`src/rtl/data_mem_responder_pkg.sv`:
```
// Shared types for the data/program memory responder.
package data_mem_pkg;

    typedef enum logic [2:0] {
        IDLE        = 3'd0,
        READ_WAIT   = 3'd1,
        WRITE_WAIT  = 3'd2,
        READ_RELAY  = 3'd3,
        WRITE_RELAY = 3'd4
    } ch_state_t;

endpackage

```
`src/rtl/data_mem_responder_channel.sv`:
```
// One memory channel: holds a granted consumer request, runs it against memory
// and relays the completion back until the consumer lets go.
module mem_channel
    import data_mem_pkg::*;
#(
    parameter int ADDR_BITS = 8,
    parameter int DATA_BITS = 8,
    parameter int ID_BITS   = 3
) (
    input  logic                 clk,
    input  logic                 reset,
    input  logic                 grant,
    input  logic                 grant_write,
    input  logic [ID_BITS-1:0]   grant_id,
    input  logic [ADDR_BITS-1:0] grant_address,
    input  logic [DATA_BITS-1:0] grant_data,
    input  logic                 cons_read_valid,
    input  logic                 cons_write_valid,
    output logic                 idle,
    output logic [ID_BITS-1:0]   cons_id,
    output logic                 read_relay,
    output logic                 write_relay,
    output logic [DATA_BITS-1:0] relay_data,
    output logic                 release_claim,
    output logic                 mem_read_valid,
    output logic [ADDR_BITS-1:0] mem_read_address,
    input  logic                 mem_read_ready,
    input  logic [DATA_BITS-1:0] mem_read_data,
    output logic                 mem_write_valid,
    output logic [ADDR_BITS-1:0] mem_write_address,
    output logic [DATA_BITS-1:0] mem_write_data,
    input  logic                 mem_write_ready
);

    ch_state_t            state, state_nxt;
    logic [ADDR_BITS-1:0] addr_q;
    logic [DATA_BITS-1:0] data_q;

    always_ff @(posedge clk) begin
        if (reset) begin
            state   <= IDLE;
            cons_id <= '0;
            addr_q  <= '0;
            data_q  <= '0;
        end else begin
            state <= state_nxt;
            if (state == IDLE && grant) begin
                cons_id <= grant_id;
                addr_q  <= grant_address;
                data_q  <= grant_data;
            end
            // data_q is reused: write payload on the way out, read data on the way back
            if (state == READ_WAIT && mem_read_ready)
                data_q <= mem_read_data;
        end
    end

    always_comb begin
        state_nxt       = state;
        release_claim   = 1'b0;
        mem_read_valid  = 1'b0;
        mem_write_valid = 1'b0;
        read_relay      = 1'b0;
        write_relay     = 1'b0;
        case (state)
            IDLE:
                if (grant) state_nxt = grant_write ? WRITE_WAIT : READ_WAIT;
            READ_WAIT: begin
                mem_read_valid = 1'b1;
                if (mem_read_ready) state_nxt = READ_RELAY;
            end
            WRITE_WAIT: begin
                mem_write_valid = 1'b1;
                if (mem_write_ready) state_nxt = WRITE_RELAY;
            end
            READ_RELAY: begin
                read_relay = 1'b1;
                if (!cons_read_valid) begin
                    state_nxt     = IDLE;
                    release_claim = 1'b1;
                end
            end
            WRITE_RELAY: begin
                write_relay = 1'b1;
                if (!cons_write_valid) begin
                    state_nxt     = IDLE;
                    release_claim = 1'b1;
                end
            end
            default: state_nxt = IDLE;
        endcase
    end

    assign idle              = (state == IDLE);
    assign mem_read_address  = mem_read_valid  ? addr_q : '0;
    assign mem_write_address = mem_write_valid ? addr_q : '0;
    assign mem_write_data    = mem_write_valid ? data_q : '0;
    assign relay_data        = read_relay      ? data_q : '0;

endmodule

```
`src/rtl/data_mem_responder.sv`:
```
// Multiplexes per-consumer read/write requests onto a set of memory channels
// with per-channel round-robin arbitration and a shared claim mask.
module data_mem_responder
    import data_mem_pkg::*;
#(
    parameter int ADDR_BITS     = 8,
    parameter int DATA_BITS     = 8,
    parameter int NUM_CONSUMERS = 8,
    parameter int NUM_CHANNELS  = 4,
    parameter int WRITE_ENABLE  = 1
) (
    input  logic                                      clk,
    input  logic                                      reset,
    input  logic [NUM_CONSUMERS-1:0]                  consumer_read_valid,
    input  logic [NUM_CONSUMERS-1:0][ADDR_BITS-1:0]   consumer_read_address,
    output logic [NUM_CONSUMERS-1:0]                  consumer_read_ready,
    output logic [NUM_CONSUMERS-1:0][DATA_BITS-1:0]   consumer_read_data,
    input  logic [NUM_CONSUMERS-1:0]                  consumer_write_valid,
    input  logic [NUM_CONSUMERS-1:0][ADDR_BITS-1:0]   consumer_write_address,
    input  logic [NUM_CONSUMERS-1:0][DATA_BITS-1:0]   consumer_write_data,
    output logic [NUM_CONSUMERS-1:0]                  consumer_write_ready,
    output logic [NUM_CHANNELS-1:0]                   mem_read_valid,
    output logic [NUM_CHANNELS-1:0][ADDR_BITS-1:0]    mem_read_address,
    input  logic [NUM_CHANNELS-1:0]                   mem_read_ready,
    input  logic [NUM_CHANNELS-1:0][DATA_BITS-1:0]    mem_read_data,
    output logic [NUM_CHANNELS-1:0]                   mem_write_valid,
    output logic [NUM_CHANNELS-1:0][ADDR_BITS-1:0]    mem_write_address,
    output logic [NUM_CHANNELS-1:0][DATA_BITS-1:0]    mem_write_data,
    input  logic [NUM_CHANNELS-1:0]                   mem_write_ready
);

    localparam int ID_BITS = (NUM_CONSUMERS > 1) ? $clog2(NUM_CONSUMERS) : 1;

    logic [NUM_CONSUMERS-1:0] write_req, claim, claim_nxt, avail;

    logic [NUM_CHANNELS-1:0]                ch_idle, grant, grant_write;
    logic [NUM_CHANNELS-1:0]                ch_read_relay, ch_write_relay, ch_release;
    logic [NUM_CHANNELS-1:0][ID_BITS-1:0]   grant_id, ch_id, rr_ptr;
    logic [NUM_CHANNELS-1:0][ADDR_BITS-1:0] grant_address, ch_mem_write_address;
    logic [NUM_CHANNELS-1:0][DATA_BITS-1:0] grant_data, ch_relay_data, ch_mem_write_data;
    logic [NUM_CHANNELS-1:0]                ch_mem_write_valid, ch_mem_write_ready;

    assign write_req          = (WRITE_ENABLE != 0) ? consumer_write_valid : '0;
    assign ch_mem_write_ready = (WRITE_ENABLE != 0) ? mem_write_ready : '0;

    // Channels allocate in ascending order; each grant hides that consumer from
    // the channels above it in the same cycle.
    always_comb begin
        avail         = (consumer_read_valid | write_req) & ~claim;
        grant         = '0;
        grant_write   = '0;
        grant_id      = '0;
        grant_address = '0;
        grant_data    = '0;
        for (int k = 0; k < NUM_CHANNELS; k++) begin
            if (ch_idle[k]) begin
                for (int i = 0; i < NUM_CONSUMERS; i++) begin
                    if (!grant[k] && avail[(int'(rr_ptr[k]) + i) % NUM_CONSUMERS]) begin
                        grant[k]    = 1'b1;
                        grant_id[k] = ID_BITS'((int'(rr_ptr[k]) + i) % NUM_CONSUMERS);
                    end
                end
                if (grant[k]) begin
                    grant_write[k]   = !consumer_read_valid[grant_id[k]];
                    grant_address[k] = grant_write[k] ? consumer_write_address[grant_id[k]]
                                                      : consumer_read_address[grant_id[k]];
                    grant_data[k]    = consumer_write_data[grant_id[k]];
                    avail[grant_id[k]] = 1'b0;
                end
            end
        end
    end

    always_comb begin
        claim_nxt = claim;
        for (int k = 0; k < NUM_CHANNELS; k++)
            if (ch_release[k]) claim_nxt[ch_id[k]] = 1'b0;
        for (int k = 0; k < NUM_CHANNELS; k++)
            if (grant[k]) claim_nxt[grant_id[k]] = 1'b1;
    end

    // rr_ptr holds the first consumer to search, i.e. one past the last grant.
    always_ff @(posedge clk) begin
        if (reset) begin
            claim  <= '0;
            rr_ptr <= '0;
        end else begin
            claim <= claim_nxt;
            for (int k = 0; k < NUM_CHANNELS; k++)
                if (grant[k])
                    rr_ptr[k] <= ID_BITS'((int'(grant_id[k]) + 1) % NUM_CONSUMERS);
        end
    end

    for (genvar k = 0; k < NUM_CHANNELS; k++) begin : g_ch
        mem_channel #(
            .ADDR_BITS(ADDR_BITS),
            .DATA_BITS(DATA_BITS),
            .ID_BITS  (ID_BITS)
        ) u_ch (
            .clk              (clk),
            .reset            (reset),
            .grant            (grant[k]),
            .grant_write      (grant_write[k]),
            .grant_id         (grant_id[k]),
            .grant_address    (grant_address[k]),
            .grant_data       (grant_data[k]),
            .cons_read_valid  (consumer_read_valid[ch_id[k]]),
            .cons_write_valid (write_req[ch_id[k]]),
            .idle             (ch_idle[k]),
            .cons_id          (ch_id[k]),
            .read_relay       (ch_read_relay[k]),
            .write_relay      (ch_write_relay[k]),
            .relay_data       (ch_relay_data[k]),
            .release_claim    (ch_release[k]),
            .mem_read_valid   (mem_read_valid[k]),
            .mem_read_address (mem_read_address[k]),
            .mem_read_ready   (mem_read_ready[k]),
            .mem_read_data    (mem_read_data[k]),
            .mem_write_valid  (ch_mem_write_valid[k]),
            .mem_write_address(ch_mem_write_address[k]),
            .mem_write_data   (ch_mem_write_data[k]),
            .mem_write_ready  (ch_mem_write_ready[k])
        );
    end

    assign mem_write_valid   = (WRITE_ENABLE != 0) ? ch_mem_write_valid   : '0;
    assign mem_write_address = (WRITE_ENABLE != 0) ? ch_mem_write_address : '0;
    assign mem_write_data    = (WRITE_ENABLE != 0) ? ch_mem_write_data    : '0;

    // A consumer is held by at most one channel, so OR-merging is exact.
    always_comb begin
        consumer_read_ready  = '0;
        consumer_read_data   = '0;
        consumer_write_ready = '0;
        for (int k = 0; k < NUM_CHANNELS; k++) begin
            if (ch_read_relay[k]) begin
                consumer_read_ready[ch_id[k]] = 1'b1;
                consumer_read_data[ch_id[k]]  = ch_relay_data[k];
            end
            if (ch_write_relay[k] && WRITE_ENABLE != 0)
                consumer_write_ready[ch_id[k]] = 1'b1;
        end
    end

endmodule
```
`config.mk`:
```
export PLATFORM = sky130hd
export DESIGN_NAME = data_mem_responder
export DESIGN_NICKNAME = d
export VERILOG_FILES = /design/src/rtl/data_mem_responder_pkg.sv /design/src/rtl/data_mem_responder_channel.sv /design/src/rtl/data_mem_responder.sv
export SDC_FILE = /design/constraint.sdc
export NUM_CORES = 1
export LEC_CHECK = 0
export ABC_AREA = 1
export CAP_MARGIN = 20
export CORE_ASPECT_RATIO = 1.75
export CORE_UTILIZATION = 30
export CTS_CLUSTER_SIZE = 12
export DETAILED_ROUTE_END_ITERATION = 8
export PLACE_DENSITY = 0.62
export SKIP_CTS_REPAIR_TIMING = 1
export SLEW_MARGIN = 10
export SYNTH_ARGS = -nofsm -noshare
export SYNTH_HDL_FRONTEND = slang
export SYNTH_SLANG_ARGS = --single-unit
```
`constraint.sdc`:
```
create_clock -name clk -period 13 [get_ports clk]
set_clock_uncertainty 0.2 [all_clocks]
set_input_delay 2.6 -clock clk [delete_from_list [all_inputs] [get_ports clk]]
set_output_delay 2.6 -clock clk [all_outputs]
set_load 0.005 [all_outputs]
```
==> run_results.csv, run 1 <==
group,metric,value,unit
outcome,outcome,"completed",
sta,setup_repair_after_global_routing_missed_its_margin,"false",
flow_run,cap_violations,0,
worst_setup_path,setup.reg_to_reg.worst_slack,2920,ps
detailed_routing,routed_wl,118900,µm
worst_setup_path,setup.worst_path.end,"g_ch[3].u_ch.addr_q[6]",
worst_setup_path,worst_r2r_path_depth,57,
worst_setup_path,maximum_fanout_encountered_on_the_critical_timing_path,28,
global_routing,antenna_found_initial,20,
placement,buffer_ports.inserted,433,
sta,finalSetupViolCount,0,
worst_setup_path,setup.worst_path.start,"consumer_read_valid[3]",
clock_tree,clk_pin_slew_worst_paths,90,ps
clock_tree,later_pin_clock_latency_in_the_skew_report,390,ps
synth,ys_seq_elements,108,
detailed_routing,detailroute.via_count,27910,
die,placeableCoreArea,0.06141,mm²
worst_setup_path,wp_data_arrival,11820,ps
detailed_routing,drt_iter0_drc,3488,
sta,finalMaxSlewViolations,0,
synth,synthCells,3556,
clock_tree,cts_tree,"done",
placement,gp_routability_congestion,1.046,
die,boundaryPins,434,
placement,dp_hpwl,90000,µm
clock_tree,max-clock-path-buffers,2,
synth,synthesis.nets,3818,
synth,area_fraction_in_compound_gates_after_synthesis,31.45,%
worst_setup_path,worst-setup-path-type,"in2reg",
layout,fin_nets,4117,
synth,main_combinational_cell_family_by_area_after_synthesis,"simple AND/OR/NAND/NOR gates",
synth,synth.cell_area,0.01868,mm²
global_routing,grt_max_degree,175,
die,die-area,0.06332,mm²
die,floorplan.initialDensity,30.43,%
clock_tree,clock_net_sink_count,108,
sta,slew_headroom,24.29,%
worst_setup_path,worstSetupEndpointType,"flop",
layout,nFillCells,6826,
clock_tree,cts_made_buffers,9,
synth,synth-edff-count,0,
layout,fraction_of_layout_cells_with_a_size_suffix_above_1,5.155,%
worst_setup_path,master_of_the_slowest_instance_on_the_critical_path,"sky130_fd_sc_hd__clkdlybuf4s50_1",
sta,timing.final.crit_period,11790,ps
synth,ys_seq_area_share,11.57,%
synth,async_flop_share,0,%
global_routing,first_global_vias,26210,
detailed_routing,detail_route.first_pass.iterations,7,
die,die_height,332.1,µm
sta,fmax,0.08483,GHz
sta,finalSetupTns,0,ps
synth,post_synth_and_or_nand_nor_area_fraction,40.42,%
sta,period_share,90.68,%
worst_setup_path,worstReg2RegStart,"rr_ptr[0]",
worst_setup_path,required,13030,ps
clock_tree,number_of_levels_in_the_clock_h_tree,3,
layout,storage_cell_area,0.002162,mm²
synth,ys.warnings.count,0,
sta,finalHoldViolations,0,
die,die_w,190.7,µm
worst_setup_path,cp_common_cell,"sky130_fd_sc_hd__nand3_1",
synth,synth_fa_ha_area_share,0.8036,%
die,fp-row-count,120,
detailed_routing,postRouteAntennaNets,0,
sta,worst_slew_pin_slew,1136,ps
detailed_routing,remaining_drc_errors,0,
worst_setup_path,worst_setup_path_start_kind,"input port",
layout,multi_input_comb_area,0.01372,mm²
layout,final_common_cell,"sky130_fd_sc_hd__nand2_1",
global_routing,global_route_wire_length_before_repair,170500,µm
synth,synth_flop_cell,"sky130_fd_sc_hd__dfxtp_1",
synth,synth_xor_xnor_area_share,0.5625,%
synth,synth_mux_area_share,0,%
worst_setup_path,max_stage_delay,710,ps
global_routing,grtUsageTotal,36.38,%
synth,postSynthAreaPerCell,5.254,µm²
synth,synth_cell_types,52,
clock_tree,cts_root_buffer,"sky130_fd_sc_hd__clkbuf_16",
worst_hold_path,timing.hold.worst.class,"reg2reg",
detailed_routing,viasPerCell,5.989,
layout,synthToLayoutAreaGrowth,28.55,%
global_routing,grt_remaining_overflow,0,
layout,most_frequent_cells_in_the_layout,"sky130_fd_sc_hd__nand2_1, sky130_fd_sc_hd__inv_1, sky130_fd_sc_hd__clkdlybuf4s50_1",
worst_setup_path,r2r-end,"g_ch[3].u_ch.addr_q[6]",
detailed_routing,routed_wire_per_std_cell,25.52,µm
==> how the worst min path moves through the flow <==
stage | startpoint | to | slack [ps] | cells past startpoint
2_1_floorplan | g_ch[0].u_ch.addr_q[0] | g_ch[0].u_ch.addr_q[0] | 250 | 2
3_3_place_gp | g_ch[3].u_ch.addr_q[2] | g_ch[3].u_ch.addr_q[2] | 250 | 2
3_5_place_dp | g_ch[3].u_ch.addr_q[2] | g_ch[3].u_ch.addr_q[2] | 260 | 2
4_1_cts | g_ch[3].u_ch.addr_q[2] | g_ch[3].u_ch.addr_q[2] | 270 | 2
5_1_grt | g_ch[0].u_ch.addr_q[0] | g_ch[0].u_ch.addr_q[0] | 290 | 2
6_report | g_ch[3].u_ch.addr_q[2] | g_ch[3].u_ch.addr_q[2] | 270 | 2
==> synthesized netlist by cell type (4+ instances only) <==
master / count / share of area, %
sky130_fd_sc_hd__buf_4: 13 / 0.52
sky130_fd_sc_hd__o2111ai_1: 4 / 0.19
sky130_fd_sc_hd__a31oi_1: 52 / 1.7
sky130_fd_sc_hd__a21oi_1: 221 / 5.9
sky130_fd_sc_hd__inv_1: 451 / 9.1
sky130_fd_sc_hd__nand4_1: 35 / 1.2
sky130_fd_sc_hd__clkinv_1: 30 / 0.60
sky130_fd_sc_hd__clkbuf_1: 159 / 3.2
sky130_fd_sc_hd__a221oi_1: 40 / 1.9
sky130_fd_sc_hd__buf_6: 5 / 0.30
sky130_fd_sc_hd__nand2_4: 8 / 0.48
sky130_fd_sc_hd__a22oi_1: 4 / 0.16
sky130_fd_sc_hd__o221ai_1: 44 / 2.1
sky130_fd_sc_hd__nor2_8: 4 / 0.43
sky130_fd_sc_hd__nand2_1: 885 / 18
sky130_fd_sc_hd__a22o_1: 43 / 2.0
sky130_fd_sc_hd__nand3_2: 13 / 0.70
sky130_fd_sc_hd__dfxtp_1: 108 / 12
sky130_fd_sc_hd__o22ai_1: 86 / 2.9
sky130_fd_sc_hd__o21ai_1: 39 / 1.0
sky130_fd_sc_hd__inv_2: 33 / 0.66
sky130_fd_sc_hd__xor2_1: 5 / 0.23
sky130_fd_sc_hd__a41oi_1: 8 / 0.38
sky130_fd_sc_hd__nor2_1: 232 / 4.7
sky130_fd_sc_hd__nand2_2: 16 / 0.54
sky130_fd_sc_hd__buf_2: 21 / 0.56
sky130_fd_sc_hd__nor2_4: 12 / 0.72
sky130_fd_sc_hd__nor2_2: 14 / 0.47
sky130_fd_sc_hd__ha_1: 12 / 0.80
sky130_fd_sc_hd__nand3_1: 415 / 11
sky130_fd_sc_hd__nand4_4: 4 / 0.46
sky130_fd_sc_hd__xnor2_1: 7 / 0.33
sky130_fd_sc_hd__o21ai_0: 413 / 11
sky130_fd_sc_hd__a211oi_1: 6 / 0.24
sky130_fd_sc_hd__o211ai_1: 34 / 1.4
sky130_fd_sc_hd__buf_1: 8 / 0.16
sky130_fd_sc_hd__nor3_1: 49 / 1.3
==> per-stage QoR <==
stage          area (µm²)  setup slack (ps)  utilization (%)  hold slack [ps]  std cells
2_1_floorplan       18680              3954                -            245.3       3556
3_3_place_gp        23660              1201            38.52            255.0       4635
3_5_place_dp        23660              1117            38.52            255.1       4635
4_1_cts             23970              1511            39.03            269.5       4651
5_1_grt             24010             686.8            39.10            287.3       4657
6_report            24020              1212            39.11            270.2       4660
==> state kept, by name, summed over array words and instances (netlist names) <==
signal,count
g_ch.u_ch.state,12
g_ch.u_ch.addr_q,32
rr_ptr,12
g_ch.u_ch.data_q,32
g_ch.u_ch.cons_id,12
claim,8
==> critical path: cells and delay by family <==
kind / cells / cell delay [ps]
buf+inv: 8 / 1500
simple gates: 50 / 7610
compound gates: 1 / 90
==> routing by layer <==
metal / part of all wire (%) / track usage [%] / vias to the layer above
met5: 0.16 / 0 / -
met4: 10 / 32.03 / 28
met3: 9.9 / 8.210 / 632
met2: 46 / 60.06 / 1970
met1: 34 / 38.45 / 12650
li1: - / - / 12630
==> area by class of cell <==
class	count	share of cell area, %
timing repair buffer	494	20.26
antenna	7	0.07293
clock buffer	10	0.9533
sequential	108	9.002
clock inverter	6	0.3438
tap	793	4.131
inverter	518	8.127
multi-input combinational	2724	57.11
==> logic make-up (layout without fill, tap and decap cells) <==
logic type      Yosys count  after routing
compound gates         1002           1002
xor+xnor                 12             12
fa+ha+maj                12             12
buf+inv                 724           1028
flops                   108            108
other cells               0              7
simple gates           1698           1698
Power of run 1 is not shown: default switching activity piles up to over one toggle a cycle in this logic, so the estimate is an artifact.
==> inputs of run 2 (changes only) <==
--- a/config.mk
+++ b/config.mk
@@ -7,13 +7,14 @@
 export LEC_CHECK = 0
 export ABC_AREA = 1
 export CAP_MARGIN = 20
-export CORE_ASPECT_RATIO = 1.75
+export CORE_ASPECT_RATIO = 0.5
 export CORE_UTILIZATION = 30
 export CTS_CLUSTER_SIZE = 12
 export DETAILED_ROUTE_END_ITERATION = 8
-export PLACE_DENSITY = 0.62
+export PLACE_DENSITY = 0.61
 export SKIP_CTS_REPAIR_TIMING = 1
 export SLEW_MARGIN = 10
 export SYNTH_ARGS = -nofsm -noshare
 export SYNTH_HDL_FRONTEND = slang
+export SYNTH_HIERARCHICAL = 1
 export SYNTH_SLANG_ARGS = --single-unit
==> run 2 against run 1 <==
Compared with the run above:
- the run now ends with DRC left
- flip-flop and latch count is the same
- non-clock buffer count grew 43
- die area grew 5.9%
- cell area grew 5.9%
- worst hold slack gained 26 ps
- critical path type unchanged
- first-iteration DRC count grew 5.8%
- register-to-register slack lost 330 ps
- setup slack lost 480 ps
- sequential share of layout area shrank 0.50 points
- largest cell class unchanged
- fmax shrank 3.9%
- clock-buffer cell count grew 3
==> run_results.csv, run 2 <==
group,metric,value,unit
clock_tree,cts_tree,"done",
outcome,failed_checks,"DRC",
clock_tree,later_pin_clock_latency_in_the_skew_report,400,ps
global_routing,grt_max_degree,179,
die,placeableCoreArea,0.06507,mm²
sta,finalHoldViolations,0,
clock_tree,cts_root_buffer,"sky130_fd_sc_hd__clkbuf_16",
worst_hold_path,timing.hold.worst.class,"reg2reg",
clock_tree,max-clock-path-buffers,2,
layout,nFillCells,7288,
worst_setup_path,master_of_the_slowest_instance_on_the_critical_path,"sky130_fd_sc_hd__clkdlybuf4s50_1",
sta,setup_repair_after_global_routing_missed_its_margin,"false",
detailed_routing,detailroute.via_count,28220,
detailed_routing,viasPerCell,5.698,
clock_tree,number_of_levels_in_the_clock_h_tree,3,
detailed_routing,routed_wl,115400,µm
layout,antenna_cells,0,
worst_setup_path,worstSetupEndpointType,"flop",
die,floorplan.initialDensity,30.42,%
sta,fmax,0.08149,GHz
placement,gp_routability_congestion,1.044,
synth,postSynthAreaPerCell,5.332,µm²
layout,storage_cell_area,0.002162,mm²
sta,timing.final.crit_period,12270,ps
die,fp-row-count,66,
sta,worst_slew_pin_slew,1293,ps
synth,synth-edff-count,0,
worst_hold_path,whs_endpoint,"g_ch[1].u_ch/addr_q[3]",
detailed_routing,detail_route.first_pass.iterations,9,
worst_setup_path,worstReg2RegStart,"rr_ptr[0]",
worst_setup_path,wp_data_arrival,12400,ps
synth,async_flop_share,0,%
sta,slew_headroom,13.59,%
detailed_routing,drt_iter0_drc,3690,
synth,ys.warnings.count,6,
global_routing,first_global_vias,25220,
detailed_routing,remaining_drc_errors,11,
worst_setup_path,worst_setup_path_start_kind,"input port",
clock_tree,clock_net_sink_count,108,
synth,synth.cell_area,0.01980,mm²
detailed_routing,routed_wire_per_std_cell,23.29,µm
worst_setup_path,required,13130,ps
worst_setup_path,cp_common_cell,"sky130_fd_sc_hd__nand3_1",
synth,synth.top_cell.area_share,16.65,%
sta,finalSetupViolCount,0,
layout,multi_input_comb_area,0.01465,mm²
sta,finalSetupTns,0,ps
global_routing,grtUsageTotal,33.09,%
global_routing,antenna_found_initial,0,
worst_setup_path,worst-setup-path-type,"in2reg",
synth,netlist_top_cells_area,"sky130_fd_sc_hd__nand2_1, sky130_fd_sc_hd__o21ai_0, sky130_fd_sc_hd__dfxtp_1",
outcome,outcome,"finished, violations left",
global_routing,grt_remaining_overflow,0,
layout,synthToLayoutAreaGrowth,28.49,%
synth,synth_flop_cell,"sky130_fd_sc_hd__dfxtp_1",
die,boundaryPins,434,
synth,synth_common_cells,"sky130_fd_sc_hd__nand2_1, sky130_fd_sc_hd__o21ai_0, sky130_fd_sc_hd__inv_1, sky130_fd_sc_hd__nand3_1, sky130_fd_sc_hd__nor2_1",
synth,synthesis.nets,3974,
sta,finalMaxSlewViolations,0,
die,die-area,0.06708,mm²
synth,synthCells,3713,
synth,ys_seq_elements,108,
worst_setup_path,worst_r2r_path_depth,61,
die,die_height,183.6,µm
placement,dp_hpwl,91190,µm
layout,fin_nets,4325,
worst_setup_path,maximum_fanout_encountered_on_the_critical_timing_path,15,
worst_setup_path,r2r-end,"g_ch[3].u_ch/addr_q[2]",
worst_hold_path,worst_hold_startpoint,"g_ch[1].u_ch/addr_q[3]",
synth,synth_cell_types,59,
layout,fraction_of_layout_cells_with_a_size_suffix_above_1,7.741,%
synth,yosysMostFrequentCell,"sky130_fd_sc_hd__nand2_1",
detailed_routing,postRouteAntennaNets,0,
flow_run,cap_violations,0,
layout,final_common_cell,"sky130_fd_sc_hd__nand2_1",
worst_setup_path,setup.reg_to_reg.worst_slack,2590,ps
clock_tree,clk_pin_slew_worst_paths,70,ps
layout,most_frequent_cells_in_the_layout,"sky130_fd_sc_hd__nand2_1, sky130_fd_sc_hd__o21ai_0, sky130_fd_sc_hd__inv_1",
sta,period_share,94.39,%
placement,buffer_ports.inserted,433,
worst_setup_path,max_stage_delay,670,ps
clock_tree,cts_made_buffers,9,
synth,ys_seq_area_share,10.92,%
layout,top_regs,"g_ch.u_ch/addr_q x32, g_ch.u_ch/data_q x32",
die,die_w,365.3,µm
worst_hold_path,whs_path_depth,2,
global_routing,global_route_wire_length_before_repair,167000,µm
synth,synth.largest_area_cell,"sky130_fd_sc_hd__nand2_1",
-- run 2: cell types whose count changed in the layout (fill, tap and decap cells not counted), sizes merged, moves of 19 or more --
cell    delta
nand2     +19
inv       +36
a21oi     -74
o21ai     +65
a31oi     -34
clkinv    -20
nor3      +21
buf       +42
nor2     +104
nand4     +20
-- run 2: how the worst max path moves through the flow --
stage / from / end / slack [ps] / cells after the start
2_1_floorplan: consumer_write_valid[5] / g_ch[3].u_ch/state[0] / 3750 / 60
3_3_place_gp: consumer_read_valid[4] / g_ch[3].u_ch/addr_q[0] / 550 / 61
3_5_place_dp: consumer_read_valid[4] / g_ch[3].u_ch/addr_q[0] / 690 / 61
4_1_cts: consumer_read_valid[4] / g_ch[3].u_ch/addr_q[0] / 1060 / 61
5_1_grt: consumer_read_valid[4] / g_ch[3].u_ch/addr_q[3] / 4 / 61
6_report: consumer_read_valid[4] / g_ch[3].u_ch/addr_q[2] / 730 / 62
-- run 2: kinds of logic after synthesis --
family | count (synthesis) | synth area share [%]
AOI/OAI and AO/OA | 978 | 29.14
xor gates and xnor gates | 14 | 0.6194
adders and majority gates | 11 | 0.6952
buffers and inverters | 733 | 15.10
DFF | 108 | 10.92
and+or+nand+nor | 1869 | 43.52
-- run 2: per-layer routing --
metal / track usage, % / routed length (µm) / part of all wire, %
met5: 0 / 0 / 0
met4: 15.87 / 5775 / 5.0
met3: 4.734 / 10240 / 8.9
met2: 51.59 / 50350 / 44
met1: 44.64 / 49020 / 42
-- run 2: final cells by class --
cell class | count | area share, %
Multi-Input combinational cell | 2872 | 57.60
Timing Repair Buffer | 537 | 20.60
Sequential cell | 108 | 8.500
Inverter | 536 | 7.925
Tap cell | 884 | 4.348
Clock buffer | 13 | 0.9445
Clock inverter | 3 | 0.08362
-- run 2: per-stage QoR --
step           hold WS [ps]  area, µm²  std cells  worst slack (ps)  util (%)
2_1_floorplan         250.2      19800       3713              3750         -
3_3_place_gp          273.5      25170       4937             552.0     38.68
3_5_place_dp          274.6      25170       4937             686.0     38.68
4_1_cts               286.6      25430       4953              1057     39.08
5_1_grt               323.9      25440       4953             4.200     39.09
6_report              296.6      25440       4953             728.9     39.09
-- run 2: critical path: cells and delay by family --
kind,cells,cell delay [ps]
buf+inv,7,1730
compound gates,3,510
simple gates,52,7500
Power of run 2 is left out for the same reason.
